==> src/rtl/sync_fifo_pkg.sv <==
// sync_fifo_pkg: shared constants and types for the sync_fifo slice.
//   FIFO_DATA_WIDTH : default word width in bits
//   FIFO_DEPTH      : default number of entries (power of two, >= 4)
//   fifo_word_t     : one word at the default width
package sync_fifo_pkg;

  localparam int FIFO_DATA_WIDTH = 8;
  localparam int FIFO_DEPTH      = 8;

  typedef logic [FIFO_DATA_WIDTH-1:0] fifo_word_t;

endpackage : sync_fifo_pkg

==> src/rtl/sync_fifo_mem.sv <==
// sync_fifo_mem: DEPTH x DATA_WIDTH register array used as FIFO storage.
// Contents are not reset.
//   clk     : write clock
//   wr_en   : write strobe (already qualified by the caller)
//   wr_addr : write entry index
//   wr_data : write word
//   rd_addr : read entry index
//   rd_data : combinational read of entry rd_addr
module sync_fifo_mem
  import sync_fifo_pkg::*;
#(
  parameter int DATA_WIDTH = FIFO_DATA_WIDTH,
  parameter int DEPTH      = FIFO_DEPTH,
  localparam int AW        = $clog2(DEPTH)
) (
  input  logic                  clk,
  input  logic                  wr_en,
  input  logic [AW-1:0]         wr_addr,
  input  logic [DATA_WIDTH-1:0] wr_data,
  input  logic [AW-1:0]         rd_addr,
  output logic [DATA_WIDTH-1:0] rd_data
);

  logic [DEPTH-1:0][DATA_WIDTH-1:0] mem;

  // One enable per entry; each entry is an independent register.
  for (genvar i = 0; i < DEPTH; i++) begin : g_entry
    always_ff @(posedge clk) begin
      if (wr_en && (wr_addr == AW'(i))) mem[i] <= wr_data;
    end
  end

  assign rd_data = mem[rd_addr];

endmodule : sync_fifo_mem

==> src/rtl/sync_fifo.sv <==
// sync_fifo: single-clock FIFO with full/empty and almost_full/almost_empty.
// Requests that would overflow/underflow are dropped without side effects.
// Optional macro SYNC_FIFO_ERR_FLAGS_EN adds sticky overflow/underflow outputs.
//   clk          : clock, rising edge
//   rst          : asynchronous active-low reset
//   wr_en        : write request, data_in sampled with it
//   data_in      : write word
//   rd_en        : read request
//   data_out     : registered read word, held until the next accepted read
//   full, empty  : count == DEPTH / count == 0
//   almost_full  : count >= DEPTH - AF_MARGIN
//   almost_empty : count <= AE_MARGIN
//   overflow     : (macro) sticky, wr_en while full
//   underflow    : (macro) sticky, rd_en while empty
module sync_fifo
  import sync_fifo_pkg::*;
#(
  parameter int DATA_WIDTH = FIFO_DATA_WIDTH,
  parameter int DEPTH      = FIFO_DEPTH,
  parameter int AF_MARGIN  = 1,
  parameter int AE_MARGIN  = 1
) (
  input  logic                  clk,
  input  logic                  rst,
  input  logic                  wr_en,
  input  logic [DATA_WIDTH-1:0] data_in,
  input  logic                  rd_en,
  output logic [DATA_WIDTH-1:0] data_out,
  output logic                  full,
  output logic                  empty,
  output logic                  almost_full,
  output logic                  almost_empty
`ifdef SYNC_FIFO_ERR_FLAGS_EN
  ,
  output logic                  overflow,
  output logic                  underflow
`endif
);

  localparam int AW = $clog2(DEPTH);
  localparam int CW = AW + 1;

  localparam logic [CW-1:0] CNT_FULL = CW'(DEPTH);
  localparam logic [CW-1:0] AF_TH    = CW'(DEPTH - AF_MARGIN);
  localparam logic [CW-1:0] AE_TH    = CW'(AE_MARGIN);

  logic [AW-1:0]         wr_ptr, rd_ptr;
  logic [CW-1:0]         count;
  logic                  wr_ok, rd_ok;
  logic [DATA_WIDTH-1:0] mem_rd_data;

  // Gating on the pre-edge flags gives the full/empty tie-break rules:
  // full+both takes only the read, empty+both takes only the write.
  assign wr_ok = wr_en && !full;
  assign rd_ok = rd_en && !empty;

  sync_fifo_mem #(
    .DATA_WIDTH (DATA_WIDTH),
    .DEPTH      (DEPTH)
  ) u_mem (
    .clk     (clk),
    .wr_en   (wr_ok),
    .wr_addr (wr_ptr),
    .wr_data (data_in),
    .rd_addr (rd_ptr),
    .rd_data (mem_rd_data)
  );

  always_ff @(posedge clk or negedge rst) begin
    if (!rst) begin
      wr_ptr   <= '0;
      rd_ptr   <= '0;
      count    <= '0;
      data_out <= '0;
    end else begin
      if (wr_ok) wr_ptr <= wr_ptr + AW'(1);
      if (rd_ok) begin
        rd_ptr   <= rd_ptr + AW'(1);
        data_out <= mem_rd_data;
      end
      case ({wr_ok, rd_ok})
        2'b10:   count <= count + CW'(1);
        2'b01:   count <= count - CW'(1);
        default: count <= count;
      endcase
    end
  end

  assign full         = (count == CNT_FULL);
  assign empty        = (count == '0);
  assign almost_full  = (count >= AF_TH);
  assign almost_empty = (count <= AE_TH);

`ifdef SYNC_FIFO_ERR_FLAGS_EN
  always_ff @(posedge clk or negedge rst) begin
    if (!rst) begin
      overflow  <= 1'b0;
      underflow <= 1'b0;
    end else begin
      if (wr_en && full)  overflow  <= 1'b1;
      if (rd_en && empty) underflow <= 1'b1;
    end
  end
`endif

endmodule : sync_fifo

==> config.mk <==
export PLATFORM = sky130hd
export DESIGN_NAME = sync_fifo
export DESIGN_NICKNAME = d
export VERILOG_FILES = /design/src/rtl/sync_fifo_pkg.sv /design/src/rtl/sync_fifo_mem.sv /design/src/rtl/sync_fifo.sv
export SDC_FILE = /design/constraint.sdc
export NUM_CORES = 1
export LEC_CHECK = 0
export BUFFER_PORTS_ARGS = -buffer_cell sky130_fd_sc_hd__buf_2
export CORE_ASPECT_RATIO = 0.6
export CORE_MARGIN = 3
export CORE_UTILIZATION = 59
export DETAILED_ROUTE_END_ITERATION = 10
export GPL_ROUTABILITY_DRIVEN = 1
export PLACE_DENSITY = 0.77
export SLEW_MARGIN = 25
export SYNTH_ARGS = -nofsm -noshare
export SYNTH_HDL_FRONTEND = slang
export SYNTH_HIERARCHICAL = 1
export SYNTH_SLANG_ARGS = --single-unit
==> constraint.sdc <==
create_clock -name clk -period 2.5 [get_ports clk]
set_clock_uncertainty 0.1 [all_clocks]
set_input_delay 0.125 -clock clk [delete_from_list [all_inputs] [get_ports clk]]
set_output_delay 0.125 -clock clk [all_outputs]
set_load 0.02 [all_outputs]
==> flow_metrics.py <==
metrics = {
    "status": {
        "status": "completed",
    },
    "synth": {
        "netlist_instances": 171,
        "ys_top_cells_by_area": "edfxtp_1 57%, dfrtp_1 13%, mux4_1 12%",
        "ys_seq_area_share_pct": 70.2,
        "synth_top_family_by_area": "multiplexers",
        "netlist_area_um2": 3380,
        "yosys.area_share.simple_pct": 3.92,
        "syn_nets": 189,
        "yosys_warnings": 6,
        "yosys.area_share.adder_pct": 2.22,
        "synthMuxAreaShare_pct": 18.6,
        "synth.distinct_cells": 28,
        "syn_avg_cell_area_um2": 19.8,
        "synth_top_area_cell": "edfxtp_1",
        "synth_xor_area_share_pct": 2.07,
        "ys_seq_elements": 82,
        "yosys.area.top_type_share_pct": 56.9,
        "synth_compound_area_share_pct": 0.666,
    },
    "timing": {
        "setup_viol": 0,
        "slew_headroom_pct": 52.9,
        "grt_setup_unrepaired": "no",
        "final.setup.tns_ps": 0,
        "tightest_slew_ps": 707,
        "min_period_ps": 2300,
        "finalHoldViolCount": 0,
        "fmax_mhz": 434,
        "hold_ws_ps": 156,
        "fin_crit_sh_pct": 92.1,
        "finalMaxSlewViolations": 0,
    },
    "setup_path": {
        "reg2reg_from": "count[0]",
        "required_ps": 2670,
        "r2r-end": "count[3]",
        "endpoint_kind": "flop",
        "r2r_setup_slack_ps": 200,
        "path_max_fanout": 6,
        "arrival_ps": 2470,
        "start_kind": "flop",
        "worstRegToRegCells": 9,
        "path_class": "flop to flop",
    },
    "cells_and_area": {
        "final_common_cell": "edfxtp_1",
        "layout_common_cells": "64 x edfxtp_1, 23 x buf_2, 19 x buf_4",
        "fillerInstances": 294,
        "area_growth_pct": 18.0,
        "drive_above_1_share_pct": 34.2,
        "n_antenna_cell": 0,
        "final_nets": 247,
    },
    "power": {
        "power_frac_comb_pct": 32.7,
        "intPower_w": 0.00305,
        "p_seq_share_pct": 46.2,
        "p_sw_w": 0.00137,
        "vdd_ir_drop_max_mv": 0.594,
        "pwr-share-clk_pct": 21.1,
        "powerDensity_nw_per_um2": 1110,
        "switching_share_pct": 31.0,
        "power_leakage_nw": 1.53,
    },
    "floorplanning": {
        "io_pins": 24,
        "start_util_pct": 64.0,
        "row_count": 20,
        "dieArea_um2": 6700,
        "dieWidth_um": 104,
        "die_h_um": 64.6,
        "fp.coreArea_um2": 5280,
    },
    "clock_tree": {
        "clkSinkCount": 82,
        "cts_root_buffer": "clkbuf_8",
        "tritoncts": "yes",
        "post_cts_buffers": 0,
        "htreeDepth": 3,
        "clockBufferDepth": 2,
        "clk_pin_slew_ps": 80,
        "clk-insertion-delay-late_ps": 350,
        "cts_buffers": 9,
    },
    "route": {
        "num_vias": 1738,
        "post_drt_wl_per_cell_um": 19.6,
        "detail-route-antenna-nets": 0,
        "drt_iter0_drc": 83,
        "via_per_inst": 5.59,
        "dr.pass1.iters": 4,
        "drc": 0,
        "wl_um": 6090,
    },
    "place": {
        "io_buffers": 23,
        "place.gp.congestion": 0.855,
        "dpl.hpwl_um": 4200,
    },
    "grt": {
        "grt_use_total_pct": 20.4,
        "grt_pass1_wl_um": 9970,
        "grt_max_degree": 19,
        "antenna_found_initial": 0,
        "grt_pass1_vias": 1806,
        "grt_remaining_overflow": 0,
    },
    "hold_path": {
        "hp-class": "input port to async pin",
    },
    "flow_run": {
        "cap_violations": 0,
    },
}
power by group through the flow:
stage | combinational (W) | clock, W | sequential (W)
detailed placement | 0.00144 | 0 | 0.00208
global placement | 0.00138 | 0 | 0.00204
finish | 0.00145 | 0.000934 | 0.00204
global route | 0.00157 | 0.00102 | 0.00208
CTS | 0.00145 | 0.000954 | 0.00205
floorplan | 0.00103 | 0 | 0.00204
sequential cells by signal, indices dropped and copies added (netlist names):
| register | flops |
|---|---|
| u_mem/mem | 64 |
| data_out | 8 |
| count | 4 |
| rd_ptr | 3 |
| wr_ptr | 3 |
synth_stat cells:
library cell   n
nand2_2        1
buf_6          2
dfrtp_1       18
nor3_1         3
inv_1          6
buf_12         1
buf_1          1
xnor2_1        6
mux2i_1        1
nand2_1        4
clkbuf_1       1
or3b_4         1
nor2_1         8
o21ai_0        1
ha_1           6
nand2b_1       3
mux2_2        18
nand3_1        2
a21o_2         1
edfxtp_1      64
buf_2          1
nand4b_1       1
xor2_1         2
or4b_1         1
mux4_2         1
a21oi_2        1
mux4_1        15
nand3b_1       1
routing by layer:
layer / part of all wire, % / global-route usage, % / up-vias
met3: 4.3 / 7.46 / 6
met5: 0 / 0 / -
met4: 0.59 / 3.98 / 0
met1: 46 / 27.2 / 888
li1: - / - / 797
met2: 49 / 33.1 / 47
through the flow:
step | instances | instance area (um2) | util (%) | setup WS, ps | total power, W
after floorplan | 171 | 3380 | - | 218 | 0.00306
after global placement | 284 | 3680 | 69.7 | 305 | 0.00341
after detailed placement | 284 | 3680 | 69.7 | 179 | 0.00351
after CTS | 311 | 3990 | 75.5 | 184 | 0.00445
after global routing | 311 | 3990 | 75.5 | 19.6 | 0.00467
final | 311 | 3990 | 75.5 | 197 | 0.00442
worst max-delay path by stage:
stage,from,to,cells past startpoint
finish,count[0],count[3],9
global route,count[1],count[3],8
CTS,count[0],count[3],9
detailed placement,count[0],count[3],9
global placement,count[0],count[3],9
floorplan,count[0],count[3],10
kinds of logic (layout without fill, tap and decap cells):
| kind of cell | after synthesis | after routing |
|---|---|---|
| XOR/XNOR | 8 | 8 |
| flip-flops | 82 | 82 |
| buffers and inverters | 12 | 75 |
| AO/OA/AOI/OAI | 3 | 3 |
| adder cells (fa/ha/maj) | 6 | 6 |
| multiplexers | 35 | 35 |
| AND/OR/NAND/NOR | 25 | 25 |
worst max-delay path, cell delays in order, from the launching register on:
cell	delay [ps]
dfrtp_1	470
inv_1	80
ha_1	240
or3b_4	260
nand2_2	60
inv_1	60
ha_2	210
or4b_1	460
a21oi_2	160
xor2_1	140
layout make-up:
type / instances / area (um2) / area share [%]
clock buffer: 12 / 145 / 3.64
clock inverter: 4 / 51.3 / 1.29
inverter: 6 / 22.5 / 0.565
multi-input combinational: 77 / 932 / 23.4
sequential: 82 / 2370 / 59.5
tap: 77 / 96.3 / 2.42
timing repair buffer: 53 / 368 / 9.22
what timing repair did:
| action | in CTS | in global routing |
|---|---|---|
| endpoints found under the setup margin | 0 | 1 |
| hold buffers | 11 | 0 |
| resized for setup | 0 | 1 |
| hold endpoints to repair | 84 | 0 |
Note: power is estimated with default switching activity, not from simulation.
